<file path="src/rtl/register_file_onehot.sv">
// ---------------------------------------------------------------------------
// register_file_onehot
//
// MIPS multicycle register file: 32 x N_BITS general-purpose registers with a
// one-hot write select and two addressed read ports whose data is captured
// every cycle into the A/B operand registers.
//
// Ports:
//   i_clk           rising-edge clock
//   i_reset         synchronous, active-high reset
//   i_reg_write     write strobe from the control unit
//   i_write_enable  one-hot register select from the write-register decoder
//   i_write_data    data to write
//   i_read_reg1     rs address
//   i_read_reg2     rt address
//   o_read_data1    registered rs value (A register)
//   o_read_data2    registered rt value (B register)
//   o_onehot_error  sticky: write strobe seen with an invalid select vector
//
// Register 0 reads as zero.  A write to it through a valid vector is
// silently dropped.  Register 29 ($sp) resets to SP_INIT.
// A valid write whose target matches a read address is forwarded to that
// read port on the same edge, so the A/B registers are never stale.
// ---------------------------------------------------------------------------
module register_file_onehot #(
    parameter int                N_BITS  = 32,
    parameter logic [N_BITS-1:0] SP_INIT = N_BITS'(32'h7FFF_EFFC)
) (
    input  logic              i_clk,
    input  logic              i_reset,
    input  logic              i_reg_write,
    input  logic [31:0]       i_write_enable,
    input  logic [N_BITS-1:0] i_write_data,
    input  logic [4:0]        i_read_reg1,
    input  logic [4:0]        i_read_reg2,
    output logic [N_BITS-1:0] o_read_data1,
    output logic [N_BITS-1:0] o_read_data2,
    output logic              o_onehot_error
);

    localparam int N_REGS = 32;
    localparam int SP_IDX = 29;

    // -----------------------------------------------------------------------
    // Storage and output registers
    // -----------------------------------------------------------------------
    logic [N_BITS-1:0] r_regs [N_REGS];
    logic [N_BITS-1:0] r_read_data1;
    logic [N_BITS-1:0] r_read_data2;
    logic              r_onehot_error;

    // -----------------------------------------------------------------------
    // Write-vector qualification
    // -----------------------------------------------------------------------
    logic              w_vec_nonzero;
    logic              w_vec_single;
    logic              w_vec_valid;
    logic              w_do_write;
    logic              w_write_err;
    logic              w_hit1;
    logic              w_hit2;
    logic [N_BITS-1:0] w_next_read1;
    logic [N_BITS-1:0] w_next_read2;

    // Exactly one bit set: non-zero, and clearing the lowest set bit leaves
    // nothing behind.  Cheaper than a full population count.
    assign w_vec_nonzero = |i_write_enable;
    assign w_vec_single  = ((i_write_enable & (i_write_enable - 32'd1)) == 32'd0);
    assign w_vec_valid   = w_vec_nonzero & w_vec_single;

    // A valid vector selecting register 0 is legal but writes nothing.
    assign w_do_write    = i_reg_write & w_vec_valid & ~i_write_enable[0];
    assign w_write_err   = i_reg_write & ~w_vec_valid;

    // Because the vector is one-hot when w_do_write is high, testing the
    // enable bit at the read address is the same as comparing the decoded
    // write index against that address.  Bit 0 is excluded by w_do_write.
    assign w_hit1 = w_do_write & i_write_enable[i_read_reg1];
    assign w_hit2 = w_do_write & i_write_enable[i_read_reg2];

    // -----------------------------------------------------------------------
    // Read-port value selection (zero register, write-first bypass, array)
    // -----------------------------------------------------------------------
    always_comb begin
        w_next_read1 = '0;
        if (i_read_reg1 == 5'd0) begin
            w_next_read1 = '0;
        end else if (w_hit1) begin
            w_next_read1 = i_write_data;
        end else begin
            w_next_read1 = r_regs[i_read_reg1];
        end
    end

    always_comb begin
        w_next_read2 = '0;
        if (i_read_reg2 == 5'd0) begin
            w_next_read2 = '0;
        end else if (w_hit2) begin
            w_next_read2 = i_write_data;
        end else begin
            w_next_read2 = r_regs[i_read_reg2];
        end
    end

    // -----------------------------------------------------------------------
    // Register array
    // -----------------------------------------------------------------------
    // NOTE: this array is flops, not a RAM macro, so resetting every entry is
    // legal and required ($sp must come out of reset holding SP_INIT).
    always_ff @(posedge i_clk) begin
        if (i_reset) begin
            for (int i = 0; i < N_REGS; i++) begin
                r_regs[i] <= (i == SP_IDX) ? SP_INIT : '0;
            end
        end else begin
            // Entry 0 is never written, so it holds its reset value of zero.
            for (int i = 1; i < N_REGS; i++) begin
                if (w_do_write && i_write_enable[i]) begin
                    r_regs[i] <= i_write_data;
                end
            end
        end
    end

    // -----------------------------------------------------------------------
    // A/B operand capture and sticky error flag
    // -----------------------------------------------------------------------
    // NOTE: state is updated with non-blocking assignments so every flop
    // samples the pre-edge values; blocking here would leak ordering between
    // processes into the captured data.
    always_ff @(posedge i_clk) begin
        if (i_reset) begin
            r_read_data1   <= '0;
            r_read_data2   <= '0;
            r_onehot_error <= 1'b0;
        end else begin
            r_read_data1 <= w_next_read1;
            r_read_data2 <= w_next_read2;
            if (w_write_err) begin
                r_onehot_error <= 1'b1;
            end
        end
    end

    assign o_read_data1   = r_read_data1;
    assign o_read_data2   = r_read_data2;
    assign o_onehot_error = r_onehot_error;

endmodule
</file>
<file path="config.mk">
export PLATFORM = sky130hd
export DESIGN_NAME = register_file_onehot
export DESIGN_NICKNAME = d
export VERILOG_FILES = /design/src/rtl/register_file_onehot.sv
export SDC_FILE = /design/constraint.sdc
export NUM_CORES = 2
export LEC_CHECK = 0
export CAP_MARGIN = 0
export CORE_MARGIN = 4
export CORE_UTILIZATION = 35
export CTS_BUF_LIST = sky130_fd_sc_hd__clkbuf_4
export CTS_CLUSTER_SIZE = 25
export DETAILED_ROUTE_END_ITERATION = 10
export PLACE_DENSITY = 0.47
export SLEW_MARGIN = 20
export SYNTH_ARGS = -nofsm -noshare
export SYNTH_HDL_FRONTEND = slang
export SYNTH_SLANG_ARGS = --single-unit
</file>
<file path="constraint.sdc">
create_clock -name i_clk -period 7 [get_ports i_clk]
set_input_delay 1.4 -clock i_clk [delete_from_list [all_inputs] [get_ports i_clk]]
set_output_delay 1.4 -clock i_clk [all_outputs]
set_load 0.05 [all_outputs]
</file>
==> flow_metrics.py <==
metrics = {
    "outcome": {
        "status": "finished, final reports clean",
    },
    "cts": {
        "ctsRootBufferMaster": "clkbuf_4",
        "cts_resized": 0,
        "clock_sinks": 1057,
        "post-cts-setup-buffers": 0,
        "clk_pin_slew_ns": 0.07,
        "htreeDepth": 5,
        "holdBufCountCts": 0,
        "clk_path_buf_depth": 4,
        "cts_buffers": 307,
        "tritoncts": "built",
        "worstSkewPairLatency_ns": 1.20,
    },
    "critical_path": {
        "arrival_ns": 5.66,
        "cp-end-kind": "flip-flop",
        "required_ns": 7.87,
        "worstSetupStartpointType": "input pin",
        "crit_fanout": 13,
        "worstSetupPathType": "in2reg",
    },
    "synth": {
        "synth_edf_count": 992,
        "yosysTopAreaCellShare_pct": 57.00,
        "yosysSeqAreaShare_pct": 59.49,
        "syn_avg_cell_area_um2": 16.63,
        "synth_seq_cells": 1057,
        "async_reset_ff_share_pct": 0,
        "synth_area_leaders": "edfxtp_1 (57%), mux4_2 (25%), nor2_1 (4.0%), dfxtp_1 (2.5%), mux2i_1 (1.8%)",
        "syn_nets": 3219,
        "synth_ff_type": "edfxtp_1",
        "yosysUniqueCellTypes": 49,
        "synth_commonest_cells": "edfxtp_1 (992), mux4_2 (576), nor2_1 (550), clkbuf_1 (193), nand2_1 (96)",
        "synth_warnings": 0,
        "synth_cells": 3142,
        "yosysMostFrequentCell": "edfxtp_1",
        "synth_top_area_cell": "edfxtp_1",
        "netlist_area_um2": 52260,
    },
    "final_layout": {
        "fin_cells": 5548,
        "multi_input_area_um2": 20300,
        "nFillCells": 13480,
        "final_cell_area_um2": 60110,
        "nets": 3493,
        "register_area_um2": 31090,
        "drive_above_1_share_pct": 36.39,
        "area_growth_pct": 15.02,
    },
    "sta": {
        "period_share_pct": 68.44,
        "timing.fmax_mhz": 208.7,
        "setup_tns_ns": 0,
        "finalSetupViolations": 0,
        "rsz0062_at_grt": "false",
        "slew_headroom_pct": 21.27,
        "worst_slew_pin_slew_ns": 1.181,
        "hold_viol_final": 0,
        "clock_skew_ns": 0.04908,
        "maxSlewViolCount": 0,
        "post-route-min-period_ns": 4.791,
    },
    "power": {
        "ir_drop_mv": 0.1658,
        "p_leak_nw": 19.01,
        "total_power_mw": 15.22,
        "powerDensity_nw_per_um2": 253.2,
    },
    "floorplanning": {
        "die-area_um2": 155600,
        "std_cell_rows": 141,
        "ioPinCount": 142,
        "die_x_um": 394.4,
        "core-area_um2": 148000,
        "die_h_um": 394.4,
        "start_util_pct": 35.30,
    },
    "global_route": {
        "track_usage_pct": 23.70,
        "grt_max_degree": 90,
        "grt_antenna_before_repair": 14,
        "grt_pass1_vias": 34930,
        "grt_overflow": 0,
        "grt_pass1_wl_um": 261200,
    },
    "placed_design": {
        "numPortBuffers": 141,
        "dpl.hpwl_um": 109500,
        "post-place-cells": 5037,
        "dpl-instance-area_um2": 56510,
        "routabilityCongestion": 0.8346,
    },
    "routing": {
        "num_vias": 33160,
        "firstDrtPassIters": 6,
        "routedWlPerCell_um": 33.52,
        "drt_iter0_drc": 3450,
        "drc": 0,
        "vias_per_cell": 5.976,
        "postRouteAntennaNets": 0,
        "drt-total-wl_um": 185900,
    },
    "min_path": {
        "hp-class": "reg2reg",
    },
    "flow_run": {
        "max-cap-violations": 0,
    },
}
==> layout by cell type (no fill, tap or decap), types with 10 or more instances in the layout <==
| cell | synthesis | final |
|---|---|---|
| nor2_1 | 550 | 548 |
| nand2b_1 | 60 | 59 |
| edfxtp_1 | 992 | 992 |
| o211ai_1 | 65 | 65 |
| dfxtp_1 | 65 | 65 |
| nor3_1 | 10 | 10 |
| nor2b_1 | 39 | 36 |
| a22o_1 | 64 | 64 |
| mux2i_1 | 92 | 92 |
| mux4_2 | 576 | 576 |
| or2_2 | 31 | 31 |
| nand3_2 | 0 | 17 |
| buf_12 | 0 | 29 |
| buf_4 | 3 | 97 |
| nand2_1 | 96 | 96 |
| clkinv_1 | 0 | 54 |
| o221ai_1 | 12 | 12 |
| o21bai_4 | 0 | 17 |
| a31o_2 | 14 | 14 |
| o21ai_0 | 13 | 13 |
| clkbuf_4 | 0 | 441 |
| mux2_2 | 64 | 64 |
| clkdlybuf4s50_1 | 0 | 131 |
==> final timing paths <==
kind / from / end / slack, ns / cells after the start
worst min register to register: o_onehot_error / o_onehot_error / 0.60 / 1
worst min-delay path: o_onehot_error / o_onehot_error / 0.60 / 1
worst max-delay path: i_write_enable[1] / r_regs[17][24] / 2.21 / 10
worst max register to register: r_regs[10][3] / o_read_data2[3] / 4.72 / 4
==> sequential cells by signal (all words and copies together) (netlist names) <==
name and cells:
r_regs 992, o_read_data1 32, o_read_data2 32, o_onehot_error 1
==> per-layer routing <==
layer	global-route usage [%]	up-vias	share of wire [%]
met5	0	-	0
met4	7.027	0	2.4
met3	5.443	272	8.3
met2	39.25	1638	49
met1	31.31	17840	40
li1	-	13410	-
==> critical path, stage by stage <==
cell and delay, ns:
clkdlybuf4s50_1 0.53, or4_1 0.72, or3b_1 0.56, o31ai_1 0.29, o211ai_1 0.20, nor3_4 0.61, buf_4 0.33, nand3_2 0.13
o21bai_4 0.50, buf_4 0.36
==> power by group <==
part | switching (mW) | internal [mW] | leakage, nW
Combinational | 1.22 | 0.945 | 6.82
Sequential | 0.191 | 7.35 | 10.0
Clock | 2.61 | 2.90 | 2.16
Total | 4.02 | 11.2 | 19.0
==> logic make-up (layout without fill, tap and decap cells) <==
group | after synthesis | count (layout) | synth area share (%)
DFF | 1057 | 1057 | 59.49
and+or+nand+nor | 834 | 834 | 6.948
muxes | 732 | 732 | 27.97
buffers and inverters | 299 | 768 | 2.301
AOI/OAI and AO/OA | 218 | 218 | 3.252
adders and majority gates | 2 | 2 | 0.03831
other | 0 | 7 | 0
==> layout make-up <==
class                   count  area share (%)
flip-flops and latches   1057           51.73
clock inverters            63          0.4434
repair buffers            262           4.478
inverters                   2         0.02082
well taps                1930           4.018
clock buffers             441           5.508
diodes                      7         0.02914
multi-input cells        1786           33.78
==> through the flow <==
| step | utilization (%) | worst slack [ns] | hold WS (ns) |
|---|---|---|---|
| 2_1_floorplan | - | 1.186 | 0.7718 |
| 4_1_cts | 40.59 | 2.440 | 0.6015 |
| 3_5_place_dp | 38.18 | 1.087 | 0.5874 |
| 5_1_grt | 40.60 | 2.154 | 0.6236 |
| 6_report | 40.61 | 2.209 | 0.6027 |
| 3_3_place_gp | 38.18 | 1.025 | 0.5904 |
(Power assumes the default switching activity.)
